$ cat src/rtl/div_unit_pkg.sv
// ============================================================================
// div_unit_pkg: shared RV64M divide opcodes, helpers and latency constants
// Revision: 1.0
// ============================================================================
`default_nettype none

package div_unit_pkg;

  localparam int DIV_XLEN   = 64;
  localparam int DIV_LAT_64 = 66;
  localparam int DIV_LAT_32 = 34;

  typedef enum logic [2:0] {
    DIV   = 3'd0,
    DIVU  = 3'd1,
    REM   = 3'd2,
    REMU  = 3'd3,
    DIVW  = 3'd4,
    DIVUW = 3'd5,
    REMW  = 3'd6,
    REMUW = 3'd7
  } divfunc_t;

  function automatic logic is_word(input divfunc_t f);
    return f[2];
  endfunction

  function automatic logic is_signed(input divfunc_t f);
    return ~f[0];
  endfunction

  function automatic logic is_rem(input divfunc_t f);
    return f[1];
  endfunction

  function automatic logic [DIV_XLEN-1:0] word_sext(input logic [DIV_XLEN-1:0] x);
    return {{(DIV_XLEN-32){x[31]}}, x[31:0]};
  endfunction

endpackage

`default_nettype wire

$ cat src/rtl/div_step.sv
// ============================================================================
// div_step: one combinational restoring radix-2 division iteration
// Revision: 1.0
// ============================================================================
`default_nettype none

module div_step #(
  parameter int XLEN = 64
) (
  input  logic [XLEN-1:0] rem_i,
  input  logic [XLEN-1:0] quo_i,
  input  logic [XLEN-1:0] divisor_i,
  output logic [XLEN-1:0] rem_o,
  output logic [XLEN-1:0] quo_o
);

  logic [XLEN:0] w_shifted;
  logic [XLEN:0] w_diff;
  logic          w_ge;

  // rem_i < divisor_i always holds, so the shifted partial remainder needs one extra bit
  assign w_shifted = {rem_i, quo_i[XLEN-1]};
  assign w_diff    = w_shifted - {1'b0, divisor_i};
  assign w_ge      = (w_shifted >= {1'b0, divisor_i});
  assign rem_o     = w_ge ? w_diff[XLEN-1:0] : w_shifted[XLEN-1:0];
  assign quo_o     = {quo_i[XLEN-2:0], w_ge};

endmodule

`default_nettype wire

$ cat src/rtl/div_unit.sv
// ============================================================================
// div_unit: iterative RV64M divide/remainder unit with valid/ready handshake
// Revision: 1.0
// ============================================================================
`default_nettype none

module div_unit
  import div_unit_pkg::*;
#(
  parameter int XLEN = 64
) (
  input  logic            clk,
  input  logic            resetn,
  input  logic            in_valid,
  output logic            in_ready,
  input  logic [XLEN-1:0] a,
  input  logic [XLEN-1:0] b,
  input  logic [2:0]      divfunc,
  input  logic            flush,
  output logic            out_valid,
  input  logic            out_ready,
  output logic [XLEN-1:0] c
);

  localparam logic [1:0] S_IDLE = 2'd0;
  localparam logic [1:0] S_CALC = 2'd1;
  localparam logic [1:0] S_FIX  = 2'd2;
  localparam logic [1:0] S_DONE = 2'd3;

  localparam logic [XLEN-1:0] MIN_64 = {1'b1, {(XLEN-1){1'b0}}};
  localparam logic [XLEN-1:0] MIN_32 = {{(XLEN-31){1'b1}}, 31'b0};

  logic [1:0]      state_q, state_d;
  logic [6:0]      cnt_q;
  logic [XLEN-1:0] rem_q, quo_q, divisor_q, c_q;
  logic            qsign_q, rsign_q;
  divfunc_t        func_q;

  divfunc_t        w_func;
  logic            w_word, w_sgn, w_sa, w_sb, w_div0, w_ovf, w_special;
  logic [XLEN-1:0] w_a_adj, w_b_adj, w_mag_a, w_mag_b, w_spec_res;
  logic [XLEN-1:0] w_step_rem, w_step_quo, w_quo_fix, w_rem_fix, w_fix_res;

  // Width-adjust and take magnitudes of the incoming operands
  always_comb begin
    w_func  = divfunc_t'(divfunc);
    w_word  = is_word(w_func);
    w_sgn   = is_signed(w_func);
    w_a_adj = a;
    w_b_adj = b;
    if (w_word) begin
      w_a_adj = w_sgn ? word_sext(a) : {{(XLEN-32){1'b0}}, a[31:0]};
      w_b_adj = w_sgn ? word_sext(b) : {{(XLEN-32){1'b0}}, b[31:0]};
    end
    w_sa    = w_sgn & w_a_adj[XLEN-1];
    w_sb    = w_sgn & w_b_adj[XLEN-1];
    w_mag_a = w_sa ? -w_a_adj : w_a_adj;
    w_mag_b = w_sb ? -w_b_adj : w_b_adj;
    w_div0  = (w_b_adj == '0);
    w_ovf   = w_sgn && (w_a_adj == (w_word ? MIN_32 : MIN_64)) && (w_b_adj == '1);
    w_special = w_div0 | w_ovf;
    if (w_div0) begin
      w_spec_res = is_rem(w_func) ? w_a_adj : '1;
    end else begin
      w_spec_res = is_rem(w_func) ? '0 : w_a_adj;
    end
    if (w_word) begin
      w_spec_res = word_sext(w_spec_res);
    end
  end

  div_step #(
    .XLEN(XLEN)
  ) u_step (
    .rem_i    (rem_q),
    .quo_i    (quo_q),
    .divisor_i(divisor_q),
    .rem_o    (w_step_rem),
    .quo_o    (w_step_quo)
  );

  always_comb begin
    w_quo_fix = qsign_q ? -quo_q : quo_q;
    w_rem_fix = rsign_q ? -rem_q : rem_q;
    w_fix_res = is_rem(func_q) ? w_rem_fix : w_quo_fix;
    if (is_word(func_q)) begin
      w_fix_res = word_sext(w_fix_res);
    end
  end

  always_ff @(posedge clk) begin
    if (!resetn) begin
      state_q <= S_IDLE;
    end else begin
      state_q <= state_d;
    end
  end

  always_comb begin
    state_d = state_q;
    if (flush) begin
      state_d = S_IDLE;
    end else begin
      case (state_q)
        S_IDLE: if (in_valid) state_d = w_special ? S_DONE : S_CALC;
        S_CALC: if (cnt_q == 7'd1) state_d = S_FIX;
        S_FIX:  state_d = S_DONE;
        S_DONE: if (out_ready) state_d = S_IDLE;
        default: state_d = S_IDLE;
      endcase
    end
  end

  always_comb begin
    in_ready  = (state_q == S_IDLE);
    out_valid = (state_q == S_DONE);
  end

  assign c = c_q;

  // W ops pre-shift the dividend into the upper half so 32 steps leave the quotient in quo_q[31:0]
  always_ff @(posedge clk) begin
    if (!resetn) begin
      cnt_q     <= '0;
      rem_q     <= '0;
      quo_q     <= '0;
      divisor_q <= '0;
      c_q       <= '0;
      qsign_q   <= 1'b0;
      rsign_q   <= 1'b0;
      func_q    <= DIV;
    end else if (!flush) begin
      case (state_q)
        S_IDLE: begin
          if (in_valid) begin
            func_q    <= w_func;
            qsign_q   <= w_sa ^ w_sb;
            rsign_q   <= w_sa;
            divisor_q <= w_mag_b;
            rem_q     <= '0;
            quo_q     <= w_word ? (w_mag_a << 32) : w_mag_a;
            cnt_q     <= w_word ? 7'd32 : 7'd64;
            if (w_special) begin
              c_q <= w_spec_res;
            end
          end
        end
        S_CALC: begin
          rem_q <= w_step_rem;
          quo_q <= w_step_quo;
          cnt_q <= cnt_q - 7'd1;
        end
        S_FIX: c_q <= w_fix_res;
        default: ;
      endcase
    end
  end

endmodule

`default_nettype wire

$ cat config.mk
export PLATFORM = sky130hd
export DESIGN_NAME = div_unit
export DESIGN_NICKNAME = d
export VERILOG_FILES = /design/src/rtl/div_unit_pkg.sv /design/src/rtl/div_step.sv /design/src/rtl/div_unit.sv
export SDC_FILE = /design/constraint.sdc
export NUM_CORES = 1
export LEC_CHECK = 0
export CAP_MARGIN = 20
export CELL_PAD_IN_SITES_DETAIL_PLACEMENT = 0
export CELL_PAD_IN_SITES_GLOBAL_PLACEMENT = 1
export CORE_AREA = 2 2 223 269
export CTS_CLUSTER_DIAMETER = 100
export DETAILED_ROUTE_END_ITERATION = 6
export DIE_AREA = 0 0 225 271
export PLACE_DENSITY = 0.87
export SLEW_MARGIN = 25
export SYNTH_ARGS = -nofsm -noshare
export SYNTH_HDL_FRONTEND = slang
export SYNTH_SLANG_ARGS = --single-unit
$ cat constraint.sdc
create_clock -name clk -period 3.5 [get_ports clk]
set_input_delay 0.525 -clock clk [delete_from_list [all_inputs] [get_ports clk]]
set_output_delay 0.525 -clock clk [all_outputs]
set_load 0.01 [all_outputs]
Yosys cells after proc, flatten, opt, wreduce, memory -nomap -nowiden. Cells that the tools add are included.

Output and inout bits: 66. Logic and storage cells: 76. Input bits: 136. Flip-flop bits (word level): 270.

Reductions and logical operators: 11. Order comparisons: 1. Add/subtract/negate cells: 6. Equality and inequality tests: 10. Mux-type cells: 32. Bitwise gates (word level): 7.

Operators with widths (number): 64-bit two-way mux (20); 64-bit one-hot mux with 2 select lines (3); 64-bit negation (4); 65-bit by 64-bit >= comparator with 1-bit output (1); 64-bit == test (1); 64-bit == test (second input constant) (1); 64-bit zero test (1); 64-bit subtractor (1); 63-bit two-way mux (1); 7-bit two-way mux (2); 7-bit one-hot mux with 2 select lines (1); 3-bit AND reduction (3); 2-bit two-way mux (4); 2-bit one-hot mux with 4 select lines (1); 7-bit by 1-bit == test with 1-bit output (second input constant) (1); 7-bit by 1-bit subtractor with 7-bit output (second input constant) (1); 2-bit == test (second input constant) (2); 2-bit by 1-bit inequality test with 1-bit output (second input constant) (2); 2-bit inequality test (second input constant) (2); 4-bit AND reduction (1); 2-bit nonzero test (2); 1-bit NOT (3); 1-bit bitwise AND (2); 2-bit by 1-bit == test with 1-bit output (second input constant) (1); other kinds (5) (6).

Depth between registers and ports, before layout. Gate-level depths: netlist (run 1).

Word-level depth: 9. Mapped depth: 15. Mapped depth without buffers: 14.

Modules after synthesis. From an unflattened synthesis (run 1), not the netlist that was laid out.

Cells, all modules: 3340. Area total of the unflattened synthesis: 24328.3 sq um.

By module, submodules not included: div_unit (instances 1, area an instance 19020.7 sq um, cells each 2512, seq. area each 5385.2 sq um); div_step (instances 1, area an instance 5307.6 sq um, cells each 828, seq. area each 0.0 sq um).

Least setup slack after synthesis (run 1). Ideal clock, no wire load.

Kind: register to register. Start: register quo_q[63]. End: register rem_q[62]. Period minus slack after synthesis: 3.526 ns. Path slack: -0.026 ns. Required time: 3.378 ns. Library setup time: 0.122 ns. Cell stages (with the launch flop): 15. Buffers on the path: 0. Data arrival time: 3.404 ns. Cells stage by stage: dfxtp_1 -> inv_1 -> ha_1 -> inv_1 -> fa_1 -> a21o_1 -> a221oi_1 -> o211a_1 -> o211ai_1 -> a221oi_1 -> o21ai_0 -> a221oi_1 -> o21a_1 -> nor4_1 -> a311o_1.

Longest elaborated chain between the ends: 3. Elaborated cells between the ends (all ways): 4. Classes of those cells: add/sub: 1; order compare: 1; mux: 2.

Ends and longest elaborated chain: start: declaration (line div_unit.sv:35) `logic [XLEN-1:0] rem_q, quo_q, divisor_q, c_q;`; start signal: assignment (line div_unit.sv:141) `quo_q <= w_word ? (w_mag_a << 32) : w_mag_a;`; start signal: assignment (line div_unit.sv:150) `quo_q <= w_step_quo;`; 64-bit subtractor or 65-bit by 64-bit >= comparator with 1-bit output (tied branches) (line div_step.sv:23, div_step.sv:24); 64-bit two-way mux (*) (line div_step.sv:25) `assign rem_o = w_ge ? w_diff[XLEN-1:0] : w_shifted[XLEN-1:0];`; 64-bit one-hot mux with 2 select lines (*) (line div_unit.sv:133) `case (state_q)`; end signal: assignment (line div_unit.sv:149) `rem_q <= w_step_rem;`; end: declaration (line div_unit.sv:35).

Every way passes the cells marked *; elsewhere a longest branch is shown, timed or not. A chain may end at the register's enable or synchronous reset.

Final worst setup path (run 1). Same ends and word-level chain as after synthesis.

==> impl_metrics.yaml, run 1 <==
detailed_routing:
  drt_iter0_drc: 2242
  drt-total-wl_um: 94660
  antenna_left: 0
  vias: 25910
  drc: 0
  vias_per_cell: 5.866
  wire_per_inst_um: 21.43
  dr.pass1.iters: 6
power:
  p_switching_mw: 3.326
  ir_worst_vdd_mv: 0.3712
  power_leakage_nw: 12.25
  seq_power_share: 0.333
  swShare: 0.3315
  finalPower_mw: 10.03
  powerDensity_nw_per_um2: 334.6
  clkPwrFrac: 0.379
  p_int_mw: 6.707
  combPwrFrac: 0.288
global_routing:
  antenna_found_initial: 1
  grt.overflow.total: 0
  globalRouteTotalUtil: 0.3014
  grt_pass1_vias: 24680
  grt_pass1_wl_um: 144300
  grt_max_degree: 97
yosys:
  netlist_area_sq_um: 22640
  yosys_warnings: 0
  synth_seq_area_share: 0.2378
  synth_area_leaders: "dfxtp_1 24%, a21oi_1 6.9%, o21ai_0 6.8%"
  ys_ff_latch: 269
  ys_async_sr_fraction: 0
  avgSynthCellArea_sq_um: 7.186
  synthesis.nets: 3363
  ys_types: 91
  synth-edff-count: 0
  synth_largest_area_cell: "dfxtp_1"
  synthCells: 3151
  synth_top_cell_area_share: 0.2378
  ys_dominant_reg_cell: "dfxtp_1"
die:
  dieArea_sq_um: 60980
  core_sq_um: 58130
  row_count: 97
  ios: 202
  die_x_um: 225
  initial_core_util: 0.3895
  dieHeight_um: 271
critical_path:
  required_ns: 3.99
  worstSetupPathType: "register to register"
  crit_path_start_kind: "register"
  cp_max_fo: 3
  cp_num_buf_inv: 3
  worstPathArrival_ns: 3.90
  crit_family: "compound AO/OA/AOI/OAI gates"
  rr_worst_depth: 15
  crit_cells: 15
  path_cells: "inv_4 -> ha_4 -> inv_2 -> fa_2 -> a21o_1 -> a221oi_2 -> o211a_1 -> o211ai_1 -> a221oi_1 -> buf_4 -> o21ai_4 -> a221oi_4 -> o21a_1 -> nor4_1 -> a311o_1"
  end_kind: "register"
  slowest_stage: "dfxtp_4"
  max_stage_delay_ns: 0.37
timing:
  fin_crit_sh: 0.9769
  setup_viol: 0
  hold_ws_ns: 0.3944
  final_hold_viol_count: 0
  timing.fmax_mhz: 292.5
  clock_skew_ns: 0.01405
  tightest_slew_ns: 0.8665
  rsz0062_at_grt: "true"
  layout_setup_ws_ns: 0.08092
  slew_headroom: 0.4223
  fin_crit_ns: 3.419
  finalMaxSlewViolations: 0
cts:
  postCtsSetupBuffers: 0
  cts-root-buf: "clkbuf_16"
  clk_latency_ns: 0.60
  ctsHoldBuffers: 0
  clk_pin_slew_ns: 0.07
  clkSinkCount: 269
  cts_tree: "yes"
  cts_buffers: 31
  htreeDepth: 1
  clockBufferDepth: 3
place:
  hpwlAfterDp_um: 74300
  dp_slack_ns: -0.3548
  numPortBuffers: 201
  routabilityCongestion: 0.9859
cells_and_area:
  nNetsFinal: 3862
  drive_gt1_frac: 0.1733
  mostFrequentLayoutCells: "471 x buf_4, 359 x nand2_1, 309 x a21oi_1"
  layout_commonest_cell: "buf_4"
  area_growth_pct: 32.41
  antenna_cells: 0
run:
  maxCapViolations: 0
min_path:
  hold_class: "primary input to register"
  holdPathStages: 3
run_status:
  outcome: "finished, final reports clean"
worst paths after layout:
| check | startpoint | slack, ns | end |
|---|---|---|---|
| max | quo_q[63] | 0.08 | rem_q[62] |
| min | resetn | 0.39 | rem_q[39] |
| max reg2reg | quo_q[63] | 0.08 | rem_q[62] |
| min reg2reg | c[60] | 0.46 | c[60] |
worst reg2reg max path, stage by stage (launching register included):
cell and delay (ns):
dfxtp_4 0.37, inv_4 0.06, ha_4 0.15, inv_2 0.04, fa_2 0.35, a21o_1 0.21, a221oi_2 0.27, o211a_1 0.26
o211ai_1 0.22, a221oi_1 0.32, buf_4 0.20, o21ai_4 0.08, a221oi_4 0.28, o21a_1 0.18, nor4_1 0.05, a311o_1 0.28
timing repair:
| item | 4_1_cts | 5_1_grt |
|---|---|---|
| hold endpoints to repair | 0 | 0 |
| endpoints found under the setup margin | 5 | 58 |
| pin swaps | 6 | 13 |
| gates resized for setup | 6 | 27 |
Yosys cell counts (all sizes together), types with 19 or more instances:
cell / count
nand2: 361
a21oi: 313
o21ai: 309
dfxtp: 269
nor2: 251
clkbuf: 188
xnor2: 152
xor2: 137
inv: 120
ha: 75
nand4: 63
nor3: 59
o211ai: 56
o31ai: 55
a211oi: 54
nand3: 51
nor4: 47
o211a: 45
or3: 41
o41ai: 38
or4: 38
buf: 34
a22o: 28
or2: 24
a221oi: 23
a31oi: 23
nand2b: 23
nor2b: 23
a21o: 21
and2: 20
a22oi: 19
mux2i: 19
o21bai: 19
stage by stage:
step	TNS [ns]	area, sq um	util	instances
floorplan	0	22650	-	3151
global placement	-16.49	28660	0.4930	4359
detailed placement	-22.15	28660	0.4930	4359
CTS	-0.007013	29850	0.5135	4417
global route	-0.2812	29980	0.5157	4417
finish	0	29980	0.5157	4417
power by group through the flow:
stage               logic, mW  registers [mW]  clock network, mW
floorplan                1.55            3.37                  0
global placement         2.80            3.40                  0
detailed placement       2.80            3.40                  0
CTS                      2.82            3.33               3.82
global route             3.12            3.35               3.93
finish                   2.89            3.34               3.80
kinds of logic (layout without fill, tap and decap cells):
| group | after synthesis | in the layout | synth area share |
|---|---|---|---|
| AO/OA/AOI/OAI | 1108 | 1108 | 0.3149 |
| XOR/XNOR | 289 | 289 | 0.1118 |
| adder cells (fa/ha/maj) | 79 | 79 | 0.04365 |
| buffers and inverters | 342 | 866 | 0.05780 |
| flip-flops | 269 | 269 | 0.2378 |
| multiplexers | 20 | 20 | 0.008896 |
| AND/OR/NAND/NOR | 1044 | 1044 | 0.2252 |
registers in the layout (all words and copies together) (netlist names):
signal     count
qsign_q        1
rem_q         64
quo_q         64
cnt_q          7
rsign_q        1
state_q        2
c             64
divisor_q     64
func_q         2
cell type report:
| cell class | count | area, sq um |
|---|---|---|
| clock buffers | 38 | 872.1 |
| clock inverters | 20 | 300.3 |
| well taps | 742 | 928.4 |
| repair buffers | 688 | 5879 |
| inverters | 120 | 452.9 |
| fillers | 5636 | 28150 |
| multi-input cells | 2540 | 16160 |
| flip-flops and latches | 269 | 5393 |
routing by layer:
layer | up-vias | global-route usage | wire length [um]
li1 | 12520 | - | -
met1 | 12150 | 0.3826 | 39330
met2 | 1014 | 0.4942 | 43300
met3 | 229 | 0.03638 | 6218
met4 | 0 | 0.1659 | 5809
met5 | - | 0 | 0
(Power assumes the default switching activity.)
==> inputs of run 2 (changes only) <==
- CTS_CLUSTER_DIAMETER: 100 -> default
- TNS_END_PERCENT: default -> 30
==> results of run 2 <==
No change in the layout: final DEF, timing and power equal those of run 1.
==> inputs of run 3 (changes only) <==
- CAP_MARGIN: 20 -> 40
==> results of run 3 <==
No change in the layout: final DEF, timing and power equal those of run 1.
